### src/rtl/mesh_pkg.sv
// Shared definitions for the mesh source arbiter:
// header field layout, broadcast match, header stamp and round-robin pick.
package mesh_pkg;

    localparam int NXTJP_W = 8;
    localparam int ROW_W   = 4;
    localparam int COL_W   = 4;
    localparam int MODE_W  = 1;
    localparam int HDR_W   = NXTJP_W + ROW_W + COL_W + MODE_W;
    localparam int MAX_SRC = 16;

    localparam logic [ROW_W-1:0] BCAST_ROW = '1;
    localparam logic [COL_W-1:0] BCAST_COL = '1;

    typedef struct packed {
        logic [NXTJP_W-1:0] nxtjp;
        logic [ROW_W-1:0]   row;
        logic [COL_W-1:0]   col;
        logic [MODE_W-1:0]  mode;
    } hdr_t;

    function automatic logic [ROW_W-1:0] hdr_row(input hdr_t h);
        return h.row;
    endfunction

    function automatic logic [COL_W-1:0] hdr_col(input hdr_t h);
        return h.col;
    endfunction

    function automatic logic is_bcast(input hdr_t h);
        return (h.row == BCAST_ROW) && (h.col == BCAST_COL);
    endfunction

    function automatic hdr_t stamp_src(input hdr_t h, input logic [3:0] idx);
        hdr_t r;
        r       = h;
        r.nxtjp = {{(NXTJP_W-4){1'b0}}, idx};
        return r;
    endfunction

    // First requesting index at or after ptr, wrapping modulo n.
    function automatic logic [3:0] rr_pick(
        input logic [MAX_SRC-1:0] req,
        input logic [3:0]         ptr,
        input int unsigned        n
    );
        logic [3:0]  win;
        logic        found;
        int unsigned idx;
        win   = '0;
        found = 1'b0;
        for (int unsigned i = 0; i < MAX_SRC; i++) begin
            idx = (32'(ptr) + i) % n;
            if (!found && (i < n) && req[idx[3:0]]) begin
                win   = idx[3:0];
                found = 1'b1;
            end
        end
        return win;
    endfunction

endpackage

### src/rtl/mesh_src_arbiter_if.sv
// Bundle of the per-source push side and the merged mesh output lane.
// slave = arbiter side, master = sources/consumer side.
interface mesh_src_arbiter_if #(
    parameter int NUM_SRC = 4,
    parameter int pckg_sz = 20,
    parameter int CNT_W   = 16
);
    logic [NUM_SRC-1:0] push;
    logic [pckg_sz-1:0] data_in [NUM_SRC];
    logic [NUM_SRC-1:0] full;
    logic [NUM_SRC-1:0] ovf;
    logic               pndng;
    logic [pckg_sz-1:0] data_out;
    logic               popin;
    logic [CNT_W-1:0]   pkt_cnt;

    modport slave (
        input  push, data_in, popin,
        output full, ovf, pndng, data_out, pkt_cnt
    );

    modport master (
        output push, data_in, popin,
        input  full, ovf, pndng, data_out, pkt_cnt
    );
endinterface

### src/rtl/mesh_fifo.sv
// Per-source packet FIFO with show-ahead read.
// Push while full and pop while empty are ignored.
module mesh_fifo #(
    parameter int W     = 20,
    parameter int DEPTH = 4
) (
    input  logic                       clk,
    input  logic                       reset,
    input  logic                       push,
    input  logic                       pop,
    input  logic [W-1:0]               din,
    output logic [W-1:0]               dout,
    output logic                       full,
    output logic                       empty,
    output logic [$clog2(DEPTH):0]     count
);
    localparam int AW = $clog2(DEPTH);
    localparam int CW = AW + 1;

    logic [W-1:0]  mem_q [DEPTH];
    logic [W-1:0]  mem_d [DEPTH];
    logic [AW-1:0] wr_q, wr_d;
    logic [AW-1:0] rd_q, rd_d;
    logic [CW-1:0] cnt_q, cnt_d;
    logic          do_push, do_pop;

    assign full  = (cnt_q == CW'(DEPTH));
    assign empty = (cnt_q == '0);
    assign count = cnt_q;
    assign dout  = mem_q[rd_q];

    // Next storage, pointers and occupancy from accepted push/pop.
    always_comb begin
        do_push = push && !full;
        do_pop  = pop && !empty;
        mem_d   = mem_q;
        if (do_push) mem_d[wr_q] = din;
        wr_d  = wr_q + AW'(do_push);
        rd_d  = rd_q + AW'(do_pop);
        cnt_d = cnt_q + CW'(do_push) - CW'(do_pop);
    end

    // State registers, cleared on synchronous reset.
    always_ff @(posedge clk) begin
        if (reset) begin
            mem_q <= '{default: '0};
            wr_q  <= '0;
            rd_q  <= '0;
            cnt_q <= '0;
        end else begin
            mem_q <= mem_d;
            wr_q  <= wr_d;
            rd_q  <= rd_d;
            cnt_q <= cnt_d;
        end
    end
endmodule

### src/rtl/mesh_src_arbiter.sv
// Merges NUM_SRC source FIFOs onto one mesh input lane with a
// round-robin arbiter, optional source stamp, overflow flags and counter.
module mesh_src_arbiter
    import mesh_pkg::*;
#(
    parameter int NUM_SRC    = 4,
    parameter int pckg_sz    = 20,
    parameter int fifo_depth = 4,
    parameter int STAMP_SRC  = 1,
    parameter int CNT_W      = 16
) (
    input  logic                 clk,
    input  logic                 reset,
    mesh_src_arbiter_if.slave    bus
);
    localparam int FCW = $clog2(fifo_depth) + 1;

    logic [pckg_sz-1:0] fifo_dout [NUM_SRC];
    logic [FCW-1:0]     fifo_cnt  [NUM_SRC];
    logic [NUM_SRC-1:0] fifo_full, fifo_empty, pop;

    logic               pndng_q, pndng_d;
    logic [pckg_sz-1:0] data_q, data_d;
    logic [3:0]         ptr_q, ptr_d;
    logic [CNT_W-1:0]   cnt_q, cnt_d;
    logic [NUM_SRC-1:0] ovf_q, ovf_d;
    logic [NUM_SRC-1:0] at_cap;

    logic [MAX_SRC-1:0] req;
    logic [3:0]         win;
    logic [pckg_sz-1:0] pkt;
    logic               load;
    int unsigned        nxt;

    for (genvar k = 0; k < NUM_SRC; k++) begin : g_src
        mesh_fifo #(.W(pckg_sz), .DEPTH(fifo_depth)) u_fifo (
            .clk   (clk),
            .reset (reset),
            .push  (bus.push[k]),
            .pop   (pop[k]),
            .din   (bus.data_in[k]),
            .dout  (fifo_dout[k]),
            .full  (fifo_full[k]),
            .empty (fifo_empty[k]),
            .count (fifo_cnt[k])
        );
        assign at_cap[k] = (fifo_cnt[k] == FCW'(fifo_depth));
    end

    assign bus.full     = fifo_full;
    assign bus.ovf      = ovf_q;
    assign bus.pndng    = pndng_q;
    assign bus.data_out = data_q;
    assign bus.pkt_cnt  = cnt_q;

    // Arbitration, output-register load, overflow and counter updates.
    always_comb begin
        req                = '0;
        req[NUM_SRC-1:0]   = ~fifo_empty;
        load               = !pndng_q || bus.popin;
        win                = rr_pick(req, ptr_q, NUM_SRC);
        nxt                = (32'(win) + 1) % NUM_SRC;
        pop                = '0;
        pkt                = '0;
        pndng_d            = pndng_q;
        data_d             = data_q;
        ptr_d              = ptr_q;
        ovf_d              = ovf_q | (bus.push & at_cap);
        cnt_d              = cnt_q + CNT_W'(pndng_q && bus.popin);
        for (int k = 0; k < NUM_SRC; k++) begin
            if (4'(k) == win) pkt = fifo_dout[k];
        end
        if (STAMP_SRC != 0) begin
            pkt[pckg_sz-1 -: HDR_W] =
                stamp_src(hdr_t'(pkt[pckg_sz-1 -: HDR_W]), win);
        end
        if (load) begin
            if (|req) begin
                for (int k = 0; k < NUM_SRC; k++) begin
                    if (4'(k) == win) pop[k] = 1'b1;
                end
                pndng_d = 1'b1;
                data_d  = pkt;
                ptr_d   = nxt[3:0];
            end else begin
                pndng_d = 1'b0;
            end
        end
    end

    // Output stage and bookkeeping registers.
    always_ff @(posedge clk) begin
        if (reset) begin
            pndng_q <= 1'b0;
            data_q  <= '0;
            ptr_q   <= '0;
            cnt_q   <= '0;
            ovf_q   <= '0;
        end else begin
            pndng_q <= pndng_d;
            data_q  <= data_d;
            ptr_q   <= ptr_d;
            cnt_q   <= cnt_d;
            ovf_q   <= ovf_d;
        end
    end
endmodule

### src/flat_wrapper.sv
// flat-port wrapper written by rule: the top's interface ports become plain ports
module mesh_src_arbiter_flat import mesh_pkg::*;
#(
    parameter int NUM_SRC    = 4,
    parameter int pckg_sz    = 20,
    parameter int fifo_depth = 4,
    parameter int STAMP_SRC  = 1,
    parameter int CNT_W      = 16
)
  (clk, reset, bus_push, bus_data_in, bus_popin, bus_full, bus_ovf, bus_pndng, bus_data_out, bus_pkt_cnt);
  mesh_src_arbiter_if #(.NUM_SRC(NUM_SRC), .pckg_sz(pckg_sz), .CNT_W(CNT_W)) bus_i ();
  input  logic clk;
  input  logic reset;
  input wire logic [$bits(bus_i.push)-1:0] bus_push;
  input wire logic [$bits(bus_i.data_in)-1:0] bus_data_in;
  input wire logic [$bits(bus_i.popin)-1:0] bus_popin;
  output wire logic [$bits(bus_i.full)-1:0] bus_full;
  output wire logic [$bits(bus_i.ovf)-1:0] bus_ovf;
  output wire logic [$bits(bus_i.pndng)-1:0] bus_pndng;
  output wire logic [$bits(bus_i.data_out)-1:0] bus_data_out;
  output wire logic [$bits(bus_i.pkt_cnt)-1:0] bus_pkt_cnt;
  assign bus_i.push = bus_push;
  assign bus_i.data_in = {>>{bus_data_in}};
  assign bus_i.popin = bus_popin;
  assign bus_full = bus_i.full;
  assign bus_ovf = bus_i.ovf;
  assign bus_pndng = bus_i.pndng;
  assign bus_data_out = bus_i.data_out;
  assign bus_pkt_cnt = bus_i.pkt_cnt;
  mesh_src_arbiter #(.NUM_SRC(NUM_SRC), .pckg_sz(pckg_sz), .fifo_depth(fifo_depth), .STAMP_SRC(STAMP_SRC), .CNT_W(CNT_W)) u_core (.clk(clk), .reset(reset), .bus(bus_i));
endmodule
### config.mk
export PLATFORM = sky130hd
export DESIGN_NAME = mesh_src_arbiter_flat
export DESIGN_NICKNAME = d
export VERILOG_FILES = /design/src/rtl/mesh_pkg.sv /design/src/rtl/mesh_src_arbiter_if.sv /design/src/rtl/mesh_fifo.sv /design/src/rtl/mesh_src_arbiter.sv /design/src/flat_wrapper.sv
export SDC_FILE = /design/constraint.sdc
export NUM_CORES = 1
export LEC_CHECK = 0
export CAP_MARGIN = 10
export CORE_MARGIN = 4
export CORE_UTILIZATION = 51
export DETAILED_ROUTE_END_ITERATION = 7
export PLACE_DENSITY = 0.84
export SLEW_MARGIN = 40
export SYNTH_ARGS = -nofsm -noshare
export SYNTH_HDL_FRONTEND = slang
export SYNTH_SLANG_ARGS = --single-unit
### constraint.sdc
create_clock -name clk -period 3.1 [get_ports clk]
set_input_delay 0.31 -clock clk [delete_from_list [all_inputs] [get_ports clk]]
set_output_delay 0.31 -clock clk [all_outputs]
set_load 0.1 [all_outputs]
-- After elaboration in Yosys (flattened, before gate mapping)
Index checks and enable logic that the tools add are counted.
- add/subtract/negate cells: 21
- $lt $le $gt $ge: 16
- equal/unequal tests: 7
- mux-type cells: 50
- bitwise gates (word level): 11
- reductions and logical operators: 36
- operators by type and width (operator ; count):
    bitwise mux 80 bit ; 4
    binary-select mux 20 bit (select 2 bit) ; 4
    demux 20 bit (select 2 bit) ; 4
    2-to-1 mux 12 bit ; 12
    2-to-1 mux 20 bit ; 4
    greater-or-equal comparator 3 bit (second input constant) ; 8
    NOT 2 -> 3 bit ; 8
    less-than comparator 2 x 5 -> 1 bit (second input constant) ; 4
    2-to-1 mux 4 bit ; 5
    adder 16 x 1 -> 16 bit ; 1
    adder 2 x 1 -> 2 bit ; 8
    logical AND 1 bit ; 16
    adder 3 x 1 -> 3 bit ; 4
    == test 3 bit (second input constant) ; 4
    zero test 1 bit ; 12
    zero test 3 bit ; 4
    less-than comparator 3 x 1 -> 1 bit (second input constant) ; 4
    2-to-1 mux 1 bit ; 12
    subtractor 3 x 1 -> 3 bit ; 4
    binary-select mux 1 bit (select 2 bit) ; 4
    == test 2 x 4 -> 1 bit (first input constant) ; 2
    adder 2 x 1 -> 2 bit (second input constant) ; 2
    adder 2 bit (second input constant) ; 2
    AND 4 bit ; 1
    other kinds (8) ; 8
- bits in registers: 387
- input port bits: 87
- output and inout port bits: 45
- logic and storage cells: 174

-- Longest topological paths before layout
- depth after elaboration: 20
- mapped depth: 16
- gate-level depth less buffers: 14

-- Hierarchy
Synthesis repeated with hierarchy kept, for this count alone.
- cells, all modules: 1732
- area total of the unflattened synthesis: 18057.3 um^2
- modules (own cells, without submodules) (module ; times used ; cells an instance ; area each (um^2) ; seq. area each (um^2)):
    mesh_fifo (u_core.g_src[0].u_fifo ...) ; 3 ; 368 ; 3977.6 ; 1741.7
    mesh_fifo (u_core.g_src[3].u_fifo) ; 1 ; 367 ; 3990.1 ; 1741.7
    mesh_src_arbiter ; 1 ; 261 ; 2134.5 ; 740.7

-- Least setup slack after synthesis
No wires, ideal clock.
- kind: register to register
- start point: register u_core.g_src[1].u_fifo.cnt_q[1]
- end point: register u_core.g_src[2].u_fifo.cnt_q[2]
- setup time: 0.128 ns
- data arrival time: 3.007 ns
- required time: 2.972 ns
- path slack: -0.034 ns
- cell stages (with the launch flop): 14
- path buffers: 2
- period minus slack after synthesis: 3.134 ns
- cells stage by stage: dfxtp_1 > or3_4 > o221ai_1 > a21oi_1 > inv_1 > ha_1 > clkbuf_1 > clkbuf_1 > nand3_1 > or2_2 > fa_1 > xnor2_1 > xnor2_1 > nor2_1
- cells in the longest elaborated chain, start to end: 20
- elaborated cells between the ends (all ways): 30
- classes of those cells: 1 x add/sub; 1 x eq/ne; 18 x mux; 1 x bitwise; 9 x reduce/logical
- ends and longest elaborated chain (what ; RTL line ; RTL):
    start, declared ; mesh_fifo.sv:24 ; logic [CW-1:0] cnt_q, cnt_d;
    start signal, assigned ; mesh_fifo.sv:54 ; cnt_q <= cnt_d;
    zero test 3 bit * ; mesh_fifo.sv:28 ; assign empty = (cnt_q == '0);
    NOT 4 bit * ; mesh_src_arbiter.sv:59 ; req[NUM_SRC-1:0] = ~fifo_empty;
    binary-select mux 1 bit (select 2 bit) ; mesh_pkg.sv:54 ; if (!found && (i < n) && req[idx[3:0]]) begin
    2-to-1 mux 1 bit (not written as such) ; mesh_pkg.sv:54 ;
    2-to-1 mux 1 bit ; mesh_pkg.sv:54 ;
    zero test 1 bit ; mesh_pkg.sv:54 ;
    logical AND 1 bit ; mesh_pkg.sv:54 ;
    2-to-1 mux 1 bit ; mesh_pkg.sv:54 ;
    [... 5 more ...] ; n/a ;
    2-to-1 mux 4 bit * ; mesh_pkg.sv:54 ;
    named net u_core.pkt[12] ; mesh_src_arbiter.sv:31 ; logic [pckg_sz-1:0] pkt;
    == test 2 x 4 -> 1 bit * ; mesh_src_arbiter.sv:80 ; if (4'(k) == win) pop[k] = 1'b1;
    2-to-1 mux 1 bit * ; mesh_src_arbiter.sv:80 ;
    2-to-1 mux 4 bit * ; mesh_src_arbiter.sv:78 ; if (|req) begin
    2-to-1 mux 4 bit * ; mesh_src_arbiter.sv:77 ; if (load) begin
    logical AND 1 bit * ; mesh_fifo.sv:35 ; do_pop = pop && !empty;
    subtractor 3 x 1 -> 3 bit * ; mesh_fifo.sv:40 ; cnt_d = cnt_q + CW'(do_push) - CW'(do_pop);
    end signal, assigned ; mesh_fifo.sv:54 ;
    end, declared ; mesh_fifo.sv:24 ;
Mark *: on every way through the listed nets, which the timed path passes. The rest lies on a longest branch. The select of a mux whose other input is x is not followed.
A chain may end at the register's enable or synchronous reset.

-- Final worst setup path
- start point: register u_core.g_src[0].u_fifo.cnt_q[2]
- end point: register u_core.data_q[7], in the netlist u_core.bus.data_out[7]
- cells in the longest elaborated chain, start to end: 19
- elaborated cells between the ends (all ways): 33
- classes of those cells: 3 x eq/ne; 19 x mux; 1 x bitwise; 10 x reduce/logical
- ends and longest elaborated chain (what ; RTL line ; RTL):
    start, declared ; mesh_fifo.sv:24 ;
    start signal, assigned ; mesh_fifo.sv:54 ;
    zero test 3 bit * ; mesh_fifo.sv:28 ;
    NOT 4 bit * ; mesh_src_arbiter.sv:59 ;
    binary-select mux 1 bit (select 2 bit) ; mesh_pkg.sv:54 ;
    2-to-1 mux 1 bit (not written as such) ; mesh_pkg.sv:54 ;
    2-to-1 mux 1 bit ; mesh_pkg.sv:54 ;
    zero test 1 bit ; mesh_pkg.sv:54 ;
    logical AND 1 bit ; mesh_pkg.sv:54 ;
    2-to-1 mux 1 bit ; mesh_pkg.sv:54 ;
    [... 2 more ...] ; n/a ;
    2-to-1 mux 1 bit ; mesh_pkg.sv:54 ;
    zero test 1 bit ; mesh_pkg.sv:54 ;
    logical AND 1 bit ; mesh_pkg.sv:54 ;
    2-to-1 mux 4 bit * ; mesh_pkg.sv:54 ;
    named net u_core.pkt[12] ; mesh_src_arbiter.sv:31 ;
    zero test 4 bit ; mesh_src_arbiter.sv:71 ; if (4'(k) == win) pkt = fifo_dout[k];
    2-to-1 mux 12 bit (3 in series) ; mesh_src_arbiter.sv:71 ;
    2-to-1 mux 12 bit * ; mesh_src_arbiter.sv:71 ;
    end signal, assigned ; mesh_src_arbiter.sv:101 ; data_q <= data_d;
    end, declared ; mesh_src_arbiter.sv:23 ; logic [pckg_sz-1:0] data_q, data_d;
Marked as above.

==> impl_metrics.yaml <==
run_status:
  outcome: "complete, no violations"
global_routing:
  grt.total_usage: 0.202
  antenna_found_initial: 0
  grt_max_degree: 96
  grt_pass1_vias: 7951
  grt_remaining_overflow: 0
  grt_pass1_wl_um: 41200
pwr:
  power_density_mw_per_mm2: 930
  vdd_drop_max_mv: 0.516
  p_leak_nw: 6.00
floorplanning:
  initial_core_util: 0.520
  ioPinCount: 132
  coreArea_mm2: 0.0220
  die_y_um: 158
  die_area_mm2: 0.0249
  fp-row-count: 54
  die_x_um: 158
timing:
  tns_ns: 0
  slew_headroom: 0.450
  fin_crit_ns: 2.92
  fmax_mhz: 342
  slew_viol_final: 0
  tightest_slew_ns: 0.824
  finalHoldViolCount: 0
  fin_skew_ns: 0.00926
  finalCritPeriodShare: 0.943
  setup_viol: 0
clock_tree:
  postCtsHoldBufs: 0
  cts_buffer_depth: 3
  cts_root_buf: "clkbuf_16"
  cts_buffers: 26
  clock-sinks: 257
  cts_tree: "done"
  clk_latency_ns: 0.53
  h-tree-depth: 1
  clkSlewWorstSetupHoldPaths_ns: 0.06
drt:
  drcViolationCount: 0
  drt_iter0_drc: 578
  ant_nets: 0
  drt-total-wl_um: 25700
  vias_per_cell: 5.62
  drt-wirelength-per-cell_um: 17.5
  drt_pass1_iterations: 5
  vias: 8242
placed_design:
  dp.cells: 1412
  gp_congestion: 0.843
  dp_hpwl_um: 17000
  io_buffer_count: 93
  place_area_mm2: 0.0123
logic_synthesis:
  ys_ff_latch: 257
  synth_area_mm2: 0.0114
  ys_types: 56
  seq_area_frac_synth: 0.450
  synth_ff_type: "dfxtp_1"
  yosys_warnings: 0
  syn_area_per_cell_um2: 10.5
  netlist_instances: 1090
  async_reset_ff_frac: 0
  yosysTopAreaCellShare: 0.450
  synth-edff-count: 0
  yosysTopAreaCell: "dfxtp_1"
  synthTopCellsByArea: "dfxtp_1 (45%), mux2i_1 (18%), nor2_1 (7.6%)"
final_layout:
  n_antenna_cell: 0
  final_area_mm2: 0.0133
  drive_gt1_frac: 0.156
  mostFrequentLayoutCells: "dfxtp_1 (257), nor2_1 (232), mux2i_1 (205)"
  final_cells: 1466
  syn2layout_area_growth_pct: 16.6
  mostFrequentLayoutCell: "dfxtp_1"
  final_nets: 1269
  n_fill_cell: 1723
critical_path:
  path_class: "register to register"
  arrival_ns: 3.32
  path_max_fanout: 16
  startpoint_type: "register"
  cp-end-kind: "register"
  crit_required_ns: 3.50
hold_path:
  hold_class: "primary input to register"
run:
  drv_cap: 0
## flip-flops by register name, indices dropped and copies added (netlist names)
signal,cells
u_core.g_src.u_fifo.count,12
u_core.g_src.u_fifo.mem_q,192
u_core.bus.data_out,14
u_core.g_src.u_fifo.wr_q,8
u_core.bus.ovf,4
u_core.bus.pkt_cnt,16
u_core.ptr_q,2
u_core.g_src.u_fifo.rd_q,8
u_core.bus.pndng,1
## final timing paths
check / depth (start not counted) / endpoint / start / slack, ns
worst max-delay path: 11 / u_core.bus.data_out[7] / u_core.g_src[0].u_fifo.count[2] / 0.18
worst min-delay path: 2 / u_core.bus.data_out[12] / reset / 0.26
worst max register to register: 11 / u_core.bus.data_out[7] / u_core.g_src[0].u_fifo.count[2] / 0.18
worst min register to register: 2 / u_core.bus.ovf[3] / u_core.bus.ovf[3] / 0.46
## stage by stage
step	power, mW	util	setup slack (ns)	hold slack [ns]
detailed placement	8.84	0.561	-0.0344	0.453
global placement	8.74	0.568	0.0239	0.448
floorplan	7.74	-	0.0784	0.451
global route	13.0	0.607	-0.000274	0.282
CTS	12.3	0.604	0.0540	0.250
finish	12.4	0.607	0.178	0.260
## kinds of logic after synthesis
group	after synthesis	synth area share
xor+xnor	32	0.0245
simple gates	336	0.141
buf+inv	104	0.0482
fa+ha+maj	16	0.0201
flops	257	0.450
compound gates	103	0.0653
mux	241	0.250
other cells	1	0.000328
## cell type report
cell class | count | area, µm² | share of cell area
Sequential cell | 257 | 5140 | 0.386
Multi-Input combinational cell | 734 | 5780 | 0.434
Clock inverter | 11 | 155 | 0.0116
Inverter | 21 | 78.8 | 0.00591
Clock buffer | 37 | 783 | 0.0588
Tap cell | 280 | 350 | 0.0263
Timing Repair Buffer | 126 | 1040 | 0.0778
## timing repair
action                                 in CTS  in global routing
pin swaps                                   0                  3
endpoints found under the hold margin       0                  0
setup buffers                               2                  2
setup endpoints to repair                  12                 15
gates resized for setup                     0                  5
## where the power goes
| group | leakage (nW) | internal, mW | switching [mW] |
|---|---|---|---|
| sequential | 2.09 | 3.69 | 0.356 |
| combinational | 3.44 | 2.03 | 2.94 |
| clock | 0.471 | 2.08 | 1.29 |
| total | 6.00 | 7.81 | 4.59 |
## worst max-delay path, cell delays in order (launching register included)
cell and delay [ns]:
dfxtp_1 0.37, nor3_4 0.30, o221ai_1 0.20, a21oi_2 0.26, inv_1 0.07, ha_1 0.24, buf_12 0.16, or2_2 0.43
nand3b_1 0.26, buf_4 0.21, a31oi_1 0.19, o2bb2ai_1 0.10
## metal layers
metal	global-route usage	up-vias	share of wire
li1	-	3951	-
met1	0.281	4013	0.44
met2	0.337	237	0.48
met3	0.0246	41	0.052
met4	0.0537	0	0.024
met5	0	-	0
## cells in the mapped netlist, drive strengths merged (12+ instances only)
cell	n
dfxtp	257
nor2	234
mux2i	205
buf	53
mux4	36
clkbuf	30
a211oi	28
nor2b	27
inv	20
xnor2	20
o22ai	13
a311oi	12
a31oi	12
ha	12
nand3	12
o2bb2ai	12
xor2	12
Power figures use the tool's default switching activity.
